$ cat src/rtl/div_ctrl.sv
// Sequencer and datapath for the iterative DIV/DIVU unit in EX: one restoring
// step per cycle. It stalls the pipeline while busy and pulses result_valid with HI/LO.
module div_ctrl #(
   parameter int DATA_W = 32,
   parameter int CNT_W  = 5
) (
   input  logic              clk,
   input  logic              resetn,
   input  logic              div_start,
   input  logic              div_signed,
   input  logic              div_annul,
   input  logic [DATA_W-1:0] opa,
   input  logic [DATA_W-1:0] opb,
   output logic              div_stall,
   output logic              result_valid,
   output logic [DATA_W-1:0] hi,
   output logic [DATA_W-1:0] lo
);

   typedef enum logic [1:0] {IDLE, BUSY, DONE} state_t;

   state_t            state, state_nx;
   logic [CNT_W-1:0]  cnt;
   logic [DATA_W-1:0] rem;
   logic [DATA_W-1:0] quot;
   logic [DATA_W-1:0] dvs;
   logic              q_neg;
   logic              r_neg;

   logic              accept;
   logic              last_iter;
   logic [DATA_W-1:0] opa_abs;
   logic [DATA_W-1:0] opb_abs;
   logic [DATA_W:0]   trial;
   logic [DATA_W:0]   diff;
   logic [DATA_W-1:0] rem_nx;
   logic [DATA_W-1:0] quot_nx;

   assign accept    = (state == IDLE) && div_start && !div_annul;
   assign last_iter = (cnt == CNT_W'(DATA_W - 1));
   assign opa_abs   = (div_signed && opa[DATA_W-1]) ? -opa : opa;
   assign opb_abs   = (div_signed && opb[DATA_W-1]) ? -opb : opb;

   // quot doubles as the dividend shift register: its MSB feeds the remainder
   // while the new quotient bit enters at the LSB.
   assign trial   = {rem, quot[DATA_W-1]};
   assign diff    = trial - {1'b0, dvs};
   assign rem_nx  = diff[DATA_W] ? trial[DATA_W-1:0] : diff[DATA_W-1:0];
   assign quot_nx = {quot[DATA_W-2:0], ~diff[DATA_W]};

   always_ff @(posedge clk or negedge resetn) begin
      if (!resetn) begin
         state <= IDLE;
      end else begin
         state <= state_nx;
      end
   end

   // The stall is gated by resetn so a held pipeline is released during reset.
   always_comb begin
      state_nx     = state;
      div_stall    = 1'b0;
      result_valid = 1'b0;
      case (state)
         IDLE: begin
            if (div_start && !div_annul) begin
               div_stall = resetn;
               state_nx  = (opb == '0) ? DONE : BUSY;
            end
         end
         BUSY: begin
            if (div_annul) begin
               state_nx = IDLE;
            end else begin
               div_stall = resetn;
               if (last_iter) state_nx = DONE;
            end
         end
         DONE: begin
            result_valid = !div_annul;
            state_nx     = IDLE;
         end
         default: state_nx = IDLE;
      endcase
   end

   always_ff @(posedge clk or negedge resetn) begin
      if (!resetn) begin
         cnt   <= '0;
         rem   <= '0;
         quot  <= '0;
         dvs   <= '0;
         q_neg <= 1'b0;
         r_neg <= 1'b0;
         hi    <= '0;
         lo    <= '0;
      end else if (accept) begin
         if (opb == '0) begin
            lo <= '1;
            hi <= opa;
         end else begin
            cnt   <= '0;
            rem   <= '0;
            quot  <= opa_abs;
            dvs   <= opb_abs;
            q_neg <= div_signed && (opa[DATA_W-1] ^ opb[DATA_W-1]);
            r_neg <= div_signed && opa[DATA_W-1];
         end
      end else if (state == BUSY && !div_annul) begin
         cnt  <= cnt + CNT_W'(1);
         rem  <= rem_nx;
         quot <= quot_nx;
         // Sign fixup is folded into the final step so hi/lo are ready in DONE.
         if (last_iter) begin
            lo <= q_neg ? -quot_nx : quot_nx;
            hi <= r_neg ? -rem_nx : rem_nx;
         end
      end
   end

endmodule

$ cat config.mk
export PLATFORM = sky130hd
export DESIGN_NAME = div_ctrl
export DESIGN_NICKNAME = d
export VERILOG_FILES = /design/src/rtl/div_ctrl.sv
export SDC_FILE = /design/constraint.sdc
export NUM_CORES = 1
export LEC_CHECK = 0
export ABC_AREA = 1
export ABC_CLOCK_PERIOD_IN_PS = 4500
export CAP_MARGIN = 5
export CELL_PAD_IN_SITES_DETAIL_PLACEMENT = 1
export CELL_PAD_IN_SITES_GLOBAL_PLACEMENT = 1
export CORE_ASPECT_RATIO = 1.4
export CORE_MARGIN = 4
export CORE_UTILIZATION = 41
export CTS_CLUSTER_DIAMETER = 200
export DETAILED_ROUTE_END_ITERATION = 12
export GPL_TIMING_DRIVEN = 0
export HOLD_SLACK_MARGIN = 0.03
export PLACE_DENSITY_LB_ADDON = 0.1
export SLEW_MARGIN = 20
export SYNTH_ARGS = -nofsm -noshare
export SYNTH_HDL_FRONTEND = slang
export SYNTH_SLANG_ARGS = --single-unit
$ cat constraint.sdc
create_clock -name clk -period 4.5 [get_ports clk]
set_input_delay 0.9 -clock clk [delete_from_list [all_inputs] [get_ports clk]]
set_output_delay 0.9 -clock clk [all_outputs]
set_load 0.01 [all_outputs]
==> summary.md <==
| Metric | Value |
|---|---|
| Dpl hpwl | `approximately 46000 µm` |
| Clk Tree Root Cell | `clkbuf_16` |
| Path depth of the worst reg2reg path | `27` |
| Largest net degree at the start of global routing | `a little under 80` |
| Crit Path Category | `flop to flop` |
| WL final | `56280 µm` |
| Vias in the first global route | `15380` |
| Period Utilization, post-route | `0.9335` |
| First-pass GRT wire length | `about 87000 µm` |
| Status | `finished clean` |
| TritonCTS clock tree | `done` |
| Net Count, Synth | `between 2000 and 2500` |
| Avg WL per Cell | `about 21 µm` |
| Total grt overflow | `0` |
| Seq/Total Area, Yosys | `0.3153` |
| Initial Util | `0.4152` |
| Worst-case clock buffer depth | `2` |
| Avg Inst Size Synth | `6.457 µm²` |
| Drt pass-1 iters | `5` |
| Layout area overhead | `20.06%` |
| Top FF cell, synth | `dfrtp_1` |
| RSZ-0062 raised after global routing | `true` |
| DR iter-0 viols | `roughly 660` |
| Least-Margin Pin Slew | `0.9702 ns` |
| Cts hold-fix bufs | `0` |
| Number of max-slew violations in the final report | `0` |
| Reg2Reg Setup Slack | `0.30 ns` |
| Total track usage | `0.3166` |
| Core box area | `~32000 µm²` |
| Worst Hold Class | `input pin to async pin` |
| Placed cell areas | `roughly 15000 µm²` |
| Vias per std cell | `approximately 5.4` |
| Reg2reg end | `lo[30]` |
| Via count | `around 14000` |
| Yosys warning total | `0` |
| IO buf count | `around 130` |
| Element type at the critical path end | `flop` |
| Post-synth cell types | `55` |
| Synth Register Bits | `169` |
| CTS sink count | `169` |
| CP startpoint | `quot[31]` |
| Layout Skew | `0.01398 ns` |
| Slowest CP cell | `dfrtp_1` |
| Die area | `between 30000 and 40000 µm²` |
| Crit path time final | `between 4 and 5 ns` |
| Async SR Flop Fraction | `1.000` |
| Cell Area, Synth | `13410 µm²` |
| Placer Congestion | `slightly below 1` |
| Max rail drop VDD | `between 0.0004 and 0.0005 V` |
| Worst-path clk slew | `roughly 0.07 ns` |
| Die X | `between 150 and 200 µm` |
| Crit path to | `lo[30]` |
| PwrDens | `roughly 850 nW/µm²` |
| Clk Latency, worst-skew pair | `around 0.47 ns` |
| Number of diodes | `0` |
| Post-route cell area | `16100 µm²` |
| Io pins | `135` |
| Relative slew slack | `0.3464` |
| Cell mode on critical path | `inv_1` |
| Element type at the critical path start | `flop` |
| Post-DRT Antenna Nets | `0` |
| Fin nets | `around 2300` |
| Worst-path fanout max | `7` |
| CTS buffer count | `17` |
| Share of layout cells above drive strength 1 | `0.07412` |
| Post-synth EDFFs | `0` |
| H-tree levels | `4` |
| Critical path's largest stage delay | `0.39 ns` |
| Worst EP arrival | `4.51 ns` |
| Initial antenna violation count | `0` |
| FILL cells | `between 4000 and 5000` |
| LEAKAGE | `roughly 8.0 nW` |
| Max_cap viols | `0` |
| Required time worst endpoint | `4.81 ns` |
| Hold Vio Cnt, Final | `0` |
| Row cnt | `just under 80` |
| # setup viols final | `0` |
| Worst R2R Start | `quot[31]` |
| Total power | `approximately 14 mW` |
| Mapped Cells | `slightly above 2000` |
| Max Freq | `0.2381 GHz` |
| Die height | `~220 µm` |
| # DRC | `0` |
-- how the worst min path moves through the flow --
stage,endpoint,slack [ns]
CTS,lo[2],0.31
detailed placement,hi[0],0.47
global placement,lo[3],0.46
floorplan,dvs[11],0.45
global route,lo[2],0.33
finish,lo[2],0.31
-- per-layer routing --
metal / GRT usage / share of wire / vias to the layer above
li1: - / - / 6996
met1: 0.3318 / 0.37 / 6976
met2: 0.5849 / 0.52 / 334
met3: 0.03496 / 0.031 / 157
met4: 0.2194 / 0.082 / 0
met5: 0 / 0 / -
-- what timing repair did --
action                     CTS  global route
gates cloned                 0             0
buffers inserted             4             5
setup endpoints to repair    9            26
gates resized for setup     12             9
pin swaps                    6             7
-- worst max-delay path: cells and delay by family, from the launching register on --
kind / cells / cell delay, ns
AND/OR/NAND/NOR: 15 / 1.71
adder cells (fa/ha/maj): 3 / 0.76
buffers and inverters: 5 / 0.55
AO/OA/AOI/OAI: 3 / 0.46
flip-flops: 1 / 0.39
XOR/XNOR: 1 / 0.19
-- sequential cells by signal, summed over array words and instances (netlist names) --
| register | cells |
|---|---|
| cnt | 5 |
| hi | 32 |
| dvs | 32 |
| quot | 32 |
| rem | 32 |
| q_neg | 1 |
| state | 2 |
| lo | 32 |
| r_neg | 1 |
-- cell usage in the layout, fill, tap and decap left out, types with 7 or more instances in the layout --
cell / instances
dfrtp_1: 168
inv_2: 8
o211ai_1: 9
clkbuf_16: 17
nand2_4: 9
clkdlybuf4s50_1: 133
nor2_4: 7
a21oi_1: 70
inv_1: 286
a31oi_1: 22
buf_4: 10
nor2_1: 206
nor4_1: 9
or2_2: 8
nand3_1: 134
xnor2_1: 23
o22ai_1: 30
o21ai_1: 9
ha_1: 36
nor2_2: 12
o21ai_0: 133
nand4_1: 26
o221ai_1: 7
nor3_1: 29
nand3b_1: 9
clkbuf_1: 55
nand2_2: 39
xor2_1: 29
nand2_1: 618
o31ai_1: 7
-- per-stage QoR --
| stage | hold slack (ns) | setup slack, ns | TNS (ns) | cells | util |
|---|---|---|---|---|---|
| detailed placement | 0.4725 | -0.7346 | -7.692 | 2653 | 0.4756 |
| global route | 0.3292 | -0.03706 | -0.05182 | 2693 | 0.4985 |
| finish | 0.3092 | 0.2994 | 0 | 2693 | 0.4985 |
| CTS | 0.3110 | 0.02679 | 0 | 2688 | 0.4963 |
| global placement | 0.4623 | -5.006 | -814.71 | 2651 | 0.4737 |
| floorplan | 0.4530 | 0.5484 | 0 | 2077 | - |
-- cell families (layout without fill, tap and decap cells) --
| kind of cell | after synthesis | after routing | synth area share |
|---|---|---|---|
| buffers and inverters | 370 | 546 | 0.1096 |
| adders and majority gates | 39 | 39 | 0.03694 |
| xor gates and xnor gates | 52 | 52 | 0.03396 |
| DFF | 169 | 169 | 0.3153 |
| and+or+nand+nor | 1125 | 1125 | 0.3640 |
| AOI/OAI and AO/OA | 322 | 322 | 0.1401 |
-- cells in the mapped netlist, drive strengths merged (3+ instances only) --
library cell    n  area [µm²]
nand2         666        2663
inv           294        1104
nor2          225       924.7
dfrtp         169        4229
o21ai         151       804.5
nand3         141       733.2
a21oi          75       394.1
clkbuf         55       206.5
ha             38       475.5
nor3           32       165.2
o22ai          30       187.7
xor2           29       254.0
nand4          26       162.7
xnor2          23       201.4
a31oi          22       137.6
buf            17       145.1
nand3b          9       67.56
nor4            9       56.30
o211ai          9       67.56
or2             8       50.05
o221ai          7       61.31
o31ai           7       52.55
o21bai          6       45.04
a41oi           5       43.79
and2            5       31.28
clkinv          4       15.01
a21o            3       22.52
nor3b           3       22.52
-- power breakdown --
group / leakage (nW) / switching (mW) / internal, mW / total (mW)
registers: 2.11 / 0.506 / 2.11 / 2.62
logic: 5.60 / 6.22 / 3.27 / 9.48
clock network: 0.288 / 0.720 / 0.846 / 1.57
total: 8.00 / 7.44 / 6.23 / 13.7
-- cell type report --
type | instances | area, µm² | share of cell area
repair buffers | 145 | 1469 | 0.09123
clock inverters | 14 | 163.9 | 0.01018
inverters | 298 | 1119 | 0.06947
multi-input cells | 1538 | 7777 | 0.4830
plain buffers | 71 | 352.8 | 0.02191
clock buffers | 18 | 439.2 | 0.02727
well taps | 440 | 550.5 | 0.03419
flip-flops and latches | 169 | 4230 | 0.2627
Note: power is estimated with default switching activity, not from simulation.
